===== src/rtl/serial_word_feeder.sv =====
// serial_word_feeder
// Takes parallel words over a valid/ready handshake and serialises them onto a
// one-bit stream, one bit per clk. A one-entry holding buffer feeds the shifter,
// so back-to-back words leave no gap in the stream; idle cycles carry IDLE_BIT.
//
// Ports
//   clk         rising-edge clock
//   reset       synchronous, active-high reset
//   word_in     parallel word, taken when word_valid & word_ready
//   word_valid  word_in holds a word to send
//   word_ready  feeder can accept word_in this cycle
//   serial_out  serial bit stream
//   bit_valid   serial_out carries a word bit (0 = idle filler)
//   last_bit    serial_out carries the final bit of a word
//   busy        holding buffer or shifter occupied
//   words_sent  words fully shifted out, wraps modulo 2^CNT_W
//
// state   | meaning
// S_IDLE  | shifter empty, serial_out = IDLE_BIT
// S_SHIFT | shifter active, serial_out carries a word bit

module serial_word_feeder #(
   parameter int WIDTH     = 8,
   parameter int MSB_FIRST = 1,
   parameter bit IDLE_BIT  = 1'b0,
   parameter int CNT_W     = 16
) (
   input  logic             clk,
   input  logic             reset,
   input  logic [WIDTH-1:0] word_in,
   input  logic             word_valid,
   output logic             word_ready,
   output logic             serial_out,
   output logic             bit_valid,
   output logic             last_bit,
   output logic             busy,
   output logic [CNT_W-1:0] words_sent
);

   localparam int CW = $clog2(WIDTH);

   typedef enum logic {S_IDLE, S_SHIFT} state_t;

   state_t           state_q, state_d;
   logic [WIDTH-1:0] buf_q;
   logic             buf_full_q;
   logic [WIDTH-1:0] sh_q;
   logic [CW-1:0]    cnt_q;
   logic             serial_q;
   logic             bit_valid_q;
   logic             last_q;
   logic [CNT_W-1:0] words_q;

   logic             sh_last;
   logic             load_now;
   logic             accept;
   logic             first_bit;
   logic [WIDTH-1:0] first_rest;
   logic             next_bit;
   logic [WIDTH-1:0] next_rest;

   always_ff @(posedge clk) begin
      if (reset) state_q <= S_IDLE;
      else       state_q <= state_d;
   end

   always_comb begin
      state_d = state_q;
      case (state_q)
         S_IDLE:  if (buf_full_q) state_d = S_SHIFT;
         S_SHIFT: if (sh_last && !buf_full_q) state_d = S_IDLE;
         default: state_d = S_IDLE;
      endcase
   end

   // cnt_q is a down-counter of bits still to emit after the one on serial_out;
   // terminal count 0 means the current bit is the last of the word.
   always_comb begin
      sh_last    = (state_q == S_SHIFT) && (cnt_q == '0);
      // load_now looks only at registered state, so word_ready never depends
      // combinationally on word_valid.
      load_now   = buf_full_q && ((state_q == S_IDLE) || sh_last);
      word_ready = !reset && (!buf_full_q || load_now);
      accept     = word_valid && word_ready;
      if (MSB_FIRST != 0) begin
         first_bit  = buf_q[WIDTH-1];
         first_rest = buf_q << 1;
         next_bit   = sh_q[WIDTH-1];
         next_rest  = sh_q << 1;
      end else begin
         first_bit  = buf_q[0];
         first_rest = buf_q >> 1;
         next_bit   = sh_q[0];
         next_rest  = sh_q >> 1;
      end
   end

   always_ff @(posedge clk) begin
      if (reset) begin
         buf_q       <= '0;
         buf_full_q  <= 1'b0;
         sh_q        <= '0;
         cnt_q       <= '0;
         serial_q    <= IDLE_BIT;
         bit_valid_q <= 1'b0;
         last_q      <= 1'b0;
         words_q     <= '0;
      end else begin
         // accept wins over load so the buffer can refill on the load edge
         if (accept) begin
            buf_q      <= word_in;
            buf_full_q <= 1'b1;
         end else if (load_now) begin
            buf_full_q <= 1'b0;
         end

         if (sh_last) words_q <= words_q + CNT_W'(1);

         if (load_now) begin
            serial_q    <= first_bit;
            sh_q        <= first_rest;
            cnt_q       <= CW'(WIDTH - 1);
            bit_valid_q <= 1'b1;
            last_q      <= 1'b0;
         end else if (state_q == S_SHIFT && cnt_q != '0) begin
            serial_q <= next_bit;
            sh_q     <= next_rest;
            cnt_q    <= cnt_q - CW'(1);
            last_q   <= (cnt_q == CW'(1));
         end else if (sh_last) begin
            serial_q    <= IDLE_BIT;
            bit_valid_q <= 1'b0;
            last_q      <= 1'b0;
         end
      end
   end

   assign serial_out = serial_q;
   assign bit_valid  = bit_valid_q;
   assign last_bit   = last_q;
   assign words_sent = words_q;
   assign busy       = buf_full_q || (state_q == S_SHIFT);

endmodule

===== config.mk =====
export PLATFORM = sky130hd
export DESIGN_NAME = serial_word_feeder
export DESIGN_NICKNAME = d
export VERILOG_FILES = /design/src/rtl/serial_word_feeder.sv
export SDC_FILE = /design/constraint.sdc
export NUM_CORES = 1
export LEC_CHECK = 0
export ABC_AREA = 1
export CORE_ASPECT_RATIO = 1.25
export CORE_MARGIN = 5
export CORE_UTILIZATION = 44
export CTS_CLUSTER_DIAMETER = 30
export DETAILED_ROUTE_END_ITERATION = 8
export PLACE_DENSITY = 0.84
export REMOVE_ABC_BUFFERS = 1
export SLEW_MARGIN = 20
export SYNTH_ARGS = -nofsm -noshare
export SYNTH_HDL_FRONTEND = slang
export SYNTH_SLANG_ARGS = --single-unit

===== constraint.sdc =====
create_clock -name clk -period 1.7 [get_ports clk]
set_clock_uncertainty 0.2 [all_clocks]
set_input_delay 0.255 -clock clk [delete_from_list [all_inputs] [get_ports clk]]
set_output_delay 0.255 -clock clk [all_outputs]
set_load 0.01 [all_outputs]

==> results.cfg, run 1 <==
[clock_tree]
cts_root_buf = clkbuf_8
path_clk_slew_ns = 0.08
clk_latency_ns = 0.29
cts_max_path_buffers = 2
cts_buffers = 5
cts_hold_buf = 0
cts-htree-levels = 2
cts_tree = done
clkSinkCount = 39

[synth]
synth_cell_types = 28
ys_seq_area_share_pct = 44.8
syn_area_um2 = 1740
ys_ff_latch = 39
ys_top_cells_by_area = dfxtp_1, nand2_1, inv_1
synth_area_leader_cell = dfxtp_1
syn_inst = 241
yosysWarningCount = 0
post-synth-top-area-fraction_pct = 44.8
syn_area_per_cell_um2 = 7.23

[grt]
grt_pass1_vias = 1632
busiest_layer = met2
grt_max_degree = 31
grtUsageMet3_pct = 4.48
grt_use_met1_pct = 17.5
antenna_found_initial = 0
track_usage_pct = 16.3
grt_overflow_total = 0
grt_pass1_wl_um = 6780
met2_usage_pct = 29.6

[critical_path]
r2r_slack_ns = -0.11
worst-setup-path-type = register to output pin
setup.worst_path.start = cnt_q[0]
worst-path-max-fanout = 2
r2r_start = cnt_q[0]
ff2ff_path_depth = 12
start_kind = register
cp.arrival_ns = 1.42
critPathRequiredTime_ns = 1.24
critPathCaptureType = output pin

[floorplanning]
die_w_um = 66.3
core_area_um2 = 3820
die_area_um2 = 5320
rows = 25
start_util_pct = 45.6
boundaryPins = 32
die_h_um = 80.3

[timing]
fin_ws_ns = -0.179
period_needed_ns = 1.88
relSlewSlack_pct = 79.4
setup_viol = 15
rsz0062_at_grt = yes
slew_violations = 0
worst_slew_pin_slew_ns = 0.309
final_hold_viol_count = 0
fin_worst_hold_slack_ns = 0.274
fmax_mhz = 532
timing.final.crit_share_pct = 111

[cells_and_area]
diodes = 0
fin_nets = 311
area_delta_synth_final_pct = 45.8
finalNonFillerCells = 351
drive_gt1_share_pct = 23.9

[drt]
antenna_left = 0
post_drt_via_cell_ratio = 4.95
wl_um = 4250
wl_per_cell_um = 12.1
drcViolationCount = 0
vias = 1739
firstDrtPassIters = 4
first_iter_violations = 137

[placed_design]
dp_slack_ns = -0.382
placed_cells = 334
portBuffers = 31
place.gp.congestion = 0.843
dp_hpwl_um = 2690

[power_and_ir_drop]
power.total_w = 0.00219
leakage_nw = 1.25
pwr-share-comb_pct = 13.6
seq_power_share_pct = 44.5
power_density_nw_per_um2 = 862
p_int_w = 0.00168
power_switching_w = 0.000505
swShare_pct = 23.1
peakVddDrop_mv = 0.568
pwr-share-clk_pct = 41.9

[outcome]
violations = negative setup slack
status = complete, but fails checks

[worst_hold_path]
hold_path.startpoint = buf_q[2]
hold_path.class = register to register
min_path_cells = 2

[job]
drv_cap = 0
synth_stat cells, drive strengths merged:
library cell	n
nand2	64
dfxtp	39
o32ai	1
o21bai	1
nand3	10
nand4	2
inv	41
o21ai	23
o211ai	1
a21oi	13
nor3	4
o21a	1
nand3b	1
o221ai	1
a221oi	2
buf	5
nor2	26
and3	1
a31oi	1
ha	4
kinds of logic (layout without fill, tap and decap cells):
kind of cell	after synthesis	after routing	synth area share, %
adders and majority gates	4	4	2.87
AOI/OAI and AO/OA	44	44	14.0
buffers and inverters	46	102	11.0
and+or+nand+nor	108	108	27.3
DFF	39	39	44.8
final timing paths:
check,to
setup / recovery,word_ready
hold / removal,buf_q[2]
setup reg to reg,buf_full_q
hold reg to reg,buf_q[2]
power groups by stage:
stage          logic, W  clock network, W  registers (W)
3_5_place_dp   0.000229                 0       0.000992
4_1_cts        0.000255          0.000929       0.000972
2_1_floorplan  0.000111                 0       0.000992
5_1_grt        0.000326          0.000959       0.000979
6_report       0.000297          0.000917       0.000975
3_3_place_gp   0.000220                 0       0.000991
metal layers:
metal	up-vias	part of all wire, %
met2	53	53
met4	0	1.2
li1	871	-
met3	6	5.7
met1	809	40
met5	-	0
sequential cells by signal, summed over array words and instances (netlist names):
name	count
words_sent	16
buf_q	8
sh_q	7
cnt_q	3
bit_valid	1
buf_full_q	1
last_bit	1
serial_out	1
state_q	1
cell type report:
cell class                      count  area, um2
Fill cell                         319       1280
Multi-Input combinational cell    156        892
Sequential cell                    39        790
Timing Repair Buffer               53        497
Inverter                           41        161
Clock buffer                        6       72.6
Tap cell                           54       67.6
Clock inverter                      2       60.1
timing repair:
item | in CTS | in global routing
endpoints found under the setup margin | 35 | 39
gates resized for setup | 38 | 31
pin swaps | 8 | 7
gates cloned | 0 | 0
buffers inserted | 5 | 4
worst max-delay path, stage by stage, from the launching register on:
cell and delay (ns):
dfxtp_2 0.34, inv_2 0.05, ha_4 0.15, ha_4 0.16, inv_2 0.06, nand2_4 0.05, inv_4 0.06, nand2_4 0.05
nand2_4 0.06, inv_2 0.04, buf_6 0.11
cell usage in the layout (no fill, tap or decap), types with 3 or more instances in the layout:
cell	instances
dfxtp_2	7
dlymetal6s2s_1	7
nand2_1	55
nor2_1	22
inv_2	6
o21ai_0	12
buf_4	21
nand3_2	3
o21ai_1	11
clkdlybuf4s50_1	15
inv_1	33
nand2_4	3
dfxtp_1	32
a21oi_2	3
nand2_2	5
nor2_4	3
a21oi_1	10
nand3_1	7
clkbuf_8	5
dlygate4sd2_1	8
per-stage QoR:
step | util (%) | cell area, um2 | setup TNS (ns)
CTS | 62.9 | 2400 | -0.671
floorplan | - | 1700 | -0.173
global route | 66.6 | 2540 | -2.64
detailed placement | 57.1 | 2180 | -2.44
finish | 66.6 | 2540 | -0.698
global placement | 57.1 | 2180 | -1.45
Note: power is estimated with default switching activity, not from simulation.
==> inputs of run 2 (changes only) <==
--- a/config.mk
+++ b/config.mk
@@ -13,6 +13,7 @@
 export DETAILED_ROUTE_END_ITERATION = 8
 export PLACE_DENSITY = 0.84
 export REMOVE_ABC_BUFFERS = 1
+export SKIP_LAST_GASP = 1
 export SLEW_MARGIN = 20
 export SYNTH_ARGS = -nofsm -noshare
 export SYNTH_HDL_FRONTEND = slang
==> results.cfg, run 2 (synthesis results as in run 1) <==
[grt]
track_usage_pct = 16.4
grt_max_degree = 31
grt_pass1_wl_um = 6840
grt_pass1_vias = 1663
antenna_found_initial = 0
grt_overflow_total = 0

[cells_and_area]
diodes = 0
fin_nets = 314
largest_reg_flops = 16
finalNonFillerCells = 354
fin_util_pct = 67.6
area_delta_synth_final_pct = 48.1
fillerInstances = 319
drive_gt1_share_pct = 26.0
layout_commonest_cell = nand2_1
final_cell_mix = nand2_1, inv_1, dfxtp_1

[critical_path]
start_kind = register
worst-path-max-fanout = 2
cp.arrival_ns = 1.42
critPathRequiredTime_ns = 1.24
critPathCaptureType = output pin
worst-setup-path-type = register to output pin

[clock_tree]
clkSinkCount = 39
cts_tree = done
cts_max_path_buffers = 2
clk_latency_ns = 0.29
cts-htree-levels = 2
cts_buffers = 5
path_clk_slew_ns = 0.07
cts_hold_buf = 0
cts_root_buf = clkbuf_8

[drt]
wl_um = 4270
firstDrtPassIters = 4
wl_per_cell_um = 12.1
antenna_left = 0
drcViolationCount = 0
first_iter_violations = 132
vias = 1746
post_drt_via_cell_ratio = 4.93

[floorplanning]
core_area_um2 = 3820
boundaryPins = 32
die_area_um2 = 5320
die_w_um = 66.3
start_util_pct = 45.6
rows = 25
die_h_um = 80.3

[timing]
fin_ws_ns = -0.178
final_hold_viol_count = 0
period_needed_ns = 1.88
fmax_mhz = 532
timing.final.crit_share_pct = 110
relSlewSlack_pct = 79.2
worst_slew_pin_slew_ns = 0.312
setup_viol = 20
rsz0062_at_grt = yes
slew_violations = 0
fin_worst_hold_slack_ns = 0.272

[power_and_ir_drop]
power_density_nw_per_um2 = 850
leakage_nw = 1.27
power.total_w = 0.00219
peakVddDrop_mv = 0.591

[job]
drv_cap = 0

[placed_design]
portBuffers = 31
place.gp.congestion = 0.843
dp_hpwl_um = 2690
placed_cells = 334

[outcome]
status = complete, but fails checks
violations = negative setup slack

[worst_hold_path]
hold_path.class = register to register
==> run 2: cell count changes in the layout (fill, tap and decap cells not counted), sizes merged <==
cell / change
buf: +3
==> run 2: metal layers <==
layer,up-vias,global-route usage [%],routed length [um]
li1,876,-,-
met1,809,17.5,1710
met2,51,29.6,2240
met3,10,4.62,235
met4,0,6.50,82
met5,-,0,0
==> run 2: worst max-delay path, cell delays in order, from the launching register on <==
cell and delay (ns):
dfxtp_2 0.34, inv_2 0.05, ha_4 0.15, ha_4 0.15
inv_2 0.06, nand2_4 0.05, inv_4 0.06, nand2_4 0.06
nand2_4 0.07, inv_2 0.04, buf_6 0.11
==> run 2: timing repair <==
item | 4_1_cts | 5_1_grt
pin swaps | 8 | 8
resized for setup | 37 | 43
setup endpoints to repair | 35 | 39
cloned | 0 | 0
setup buffers | 5 | 8
==> run 2: area by class of cell <==
class	instances	area [um2]	area share, %
clock buffers	6	72.6	2.81
clock inverters	2	60.1	2.33
inverters	41	161	6.26
multi-input cells	156	902	35.0
flip-flops and latches	39	790	30.6
well taps	54	67.6	2.62
repair buffers	56	526	20.4
==> run 2: per-stage QoR <==
step | cell area [um2] | setup slack (ns) | TNS [ns]
floorplan | 1700 | -0.0377 | -0.173
global placement | 2180 | -0.332 | -1.45
detailed placement | 2180 | -0.382 | -2.44
CTS | 2400 | -0.238 | -0.679
global route | 2580 | -0.238 | -3.68
finish | 2580 | -0.178 | -1.50
==> run 2: report_power, final <==
group	switching (W)	internal, W	leakage [nW]
clock network	0.000325	0.000587	0.0654
registers	0.0000226	0.000952	0.321
logic	0.000155	0.000150	0.885
total	0.000503	0.00169	1.27
==> run 2: worst paths after layout <==
| path | from | end | slack (ns) | cells after the start |
|---|---|---|---|---|
| setup reg to reg | cnt_q[0] | buf_q[2] | -0.14 | 14 |
| hold reg to reg | buf_q[4] | buf_q[4] | 0.27 | 2 |
| setup / recovery | cnt_q[0] | word_ready | -0.18 | 10 |
| hold / removal | buf_q[4] | buf_q[4] | 0.27 | 2 |
==> edit: new RTL, flow settings as in run 2 <==
Make the reset (`reset`) asynchronous in 2 clocked blocks. Comments in the files are not updated.
--- a/src/rtl/serial_word_feeder.sv
+++ b/src/rtl/serial_word_feeder.sv
@@ -59,7 +59,7 @@
    logic             next_bit;
    logic [WIDTH-1:0] next_rest;
 
-   always_ff @(posedge clk) begin
+   always_ff @(posedge clk or posedge reset) begin
       if (reset) state_q <= S_IDLE;
       else       state_q <= state_d;
    end
@@ -95,7 +95,7 @@
       end
    end
 
-   always_ff @(posedge clk) begin
+   always_ff @(posedge clk or posedge reset) begin
       if (reset) begin
          buf_q       <= '0;
          buf_full_q  <= 1'b0;
Function: differs if reset is asserted again (counterexample within 4 cycles, from zero or initial values and one cycle with reset high); with reset held inactive, the same outputs for 10 cycles.
==> edit against run 2 <==
The run still ends with setup timing left; critical path depth decreased by 2; die area increased by 4.6%; worst setup slack got worse by 0.024 ns; sequential cell count unchanged; cell area increased by 8.7%; synthesized area increased by 5.4%; fmax decreased by 1.3%; routed wire length increased by 0.21%.
Power is not compared: it rests on default switching activity, and its combinational part moved more than twofold at a synthesized area within 25%.
==> edit: results (changes against run 2) <==
Cells and area
  • Multi-input gate area: 930 um^2 (+3.1%)
  • Clock buffers: 5 (-1)
  • Register share of the cell area: 0.349 (+0.0425)
  • Multi-In Gates: 138 (-12%)
  • NumNets Final: 293 (-6.7%)
  • ClkCell Share: 0.0299 (-0.0215)
  • FILL cells: 291 (-8.8%)
  • Inverters: 29 (-29%)

Routing
  • 1st-iter DRT viols: 111 (-16%)
  • Post-Route WL: 4280 um (+0.21%)

STA
  • Worst setup margin: -0.202 ns (-0.0239 ns)
  • Total negative slack: -2.10 ns (-0.594 ns)
  • Final setup violating endpoints: 25 (+25%)

Setup path
  • Slowest cell on crit path: dfrtp_1
  • Worst endpoint data arrival time: 1.45 ns (+0.03 ns)
  • Max incr delay on CP: 0.37 ns (+0.03 ns)

Yosys
  • Ys async rst share: 1.00 (+1.00)
  • Seq/Total Area, Yosys: 0.532 (+0.0834)
  • Synth cell count leaders: 64 x nand2_1, 39 x dfrtp_1, 24 x inv_1, 14 x nand3_1, 10 x nor2_1
  • Top cells by area, synth: dfrtp_1 53%, nand2_1 13%, inv_1 4.9%, nand3_1 3.8%, ha_1 2.7%
  • Post-synth cell types: 24 (-14%)
  • Synth Instances: 206 (-15%)

Min path
  • Worst min path class: input port to asynchronous set/reset pin

Outcome
  • Status: finished, violations left
  • Failing checks: setup timing

Placed design
  • Routability Congestion: 0.806 (-4.4%)

Clocking
  • CTS resizes: 19 (-49%)
## edit: through the flow
| step | util | setup WS [ns] | area [um^2] |
|---|---|---|---|
| 6_report | 0.689 | -0.202 | 2800 |
| 5_1_grt | 0.689 | -0.284 | 2800 |
| 4_1_cts | 0.616 | -0.176 | 2500 |
| 3_5_place_dp | 0.566 | -0.332 | 2300 |
| 3_3_place_gp | 0.566 | -0.305 | 2300 |
| 2_1_floorplan | - | -0.194 | 1830 |
## edit: per-layer routing
layer,share of wire,wire length (um),vias to the layer above,track usage
met2,0.58,2490,37,0.305
li1,-,-,802,-
met3,0.040,172,6,0.0365
met5,0,0,-,0
met1,0.36,1550,793,0.161
met4,0.017,72,0,0.0775
## edit: logic make-up (layout without fill, tap and decap cells)
| kind of cell | count (synthesis) | after routing | synth area share |
|---|---|---|---|
| flops | 39 | 39 | 0.532 |
| compound gates | 16 | 16 | 0.0593 |
| fa+ha+maj | 4 | 4 | 0.0273 |
| buf+inv | 30 | 102 | 0.0627 |
| simple gates | 109 | 110 | 0.281 |
| xor+xnor | 8 | 8 | 0.0382 |
## edit: worst paths after layout
check	endpoint	start	cells past startpoint	slack (ns)
max reg2reg	words_sent[9]$_DFFE_PP0P_	cnt_q[1]$_DFFE_PP0P_	12	-0.17
min reg2reg	buf_q[6]$_DFFE_PP0P_	buf_q[6]$_DFFE_PP0P_	2	0.29
max in group asynchronous	state_q$_DFF_PP0_	reset	3	0.72
min in group clk	buf_q[6]$_DFFE_PP0P_	buf_q[6]$_DFFE_PP0P_	2	0.29
min	sh_q[7]$_DFFE_PP0P_	reset	3	0.23
max	word_ready	cnt_q[1]$_DFFE_PP0P_	8	-0.20
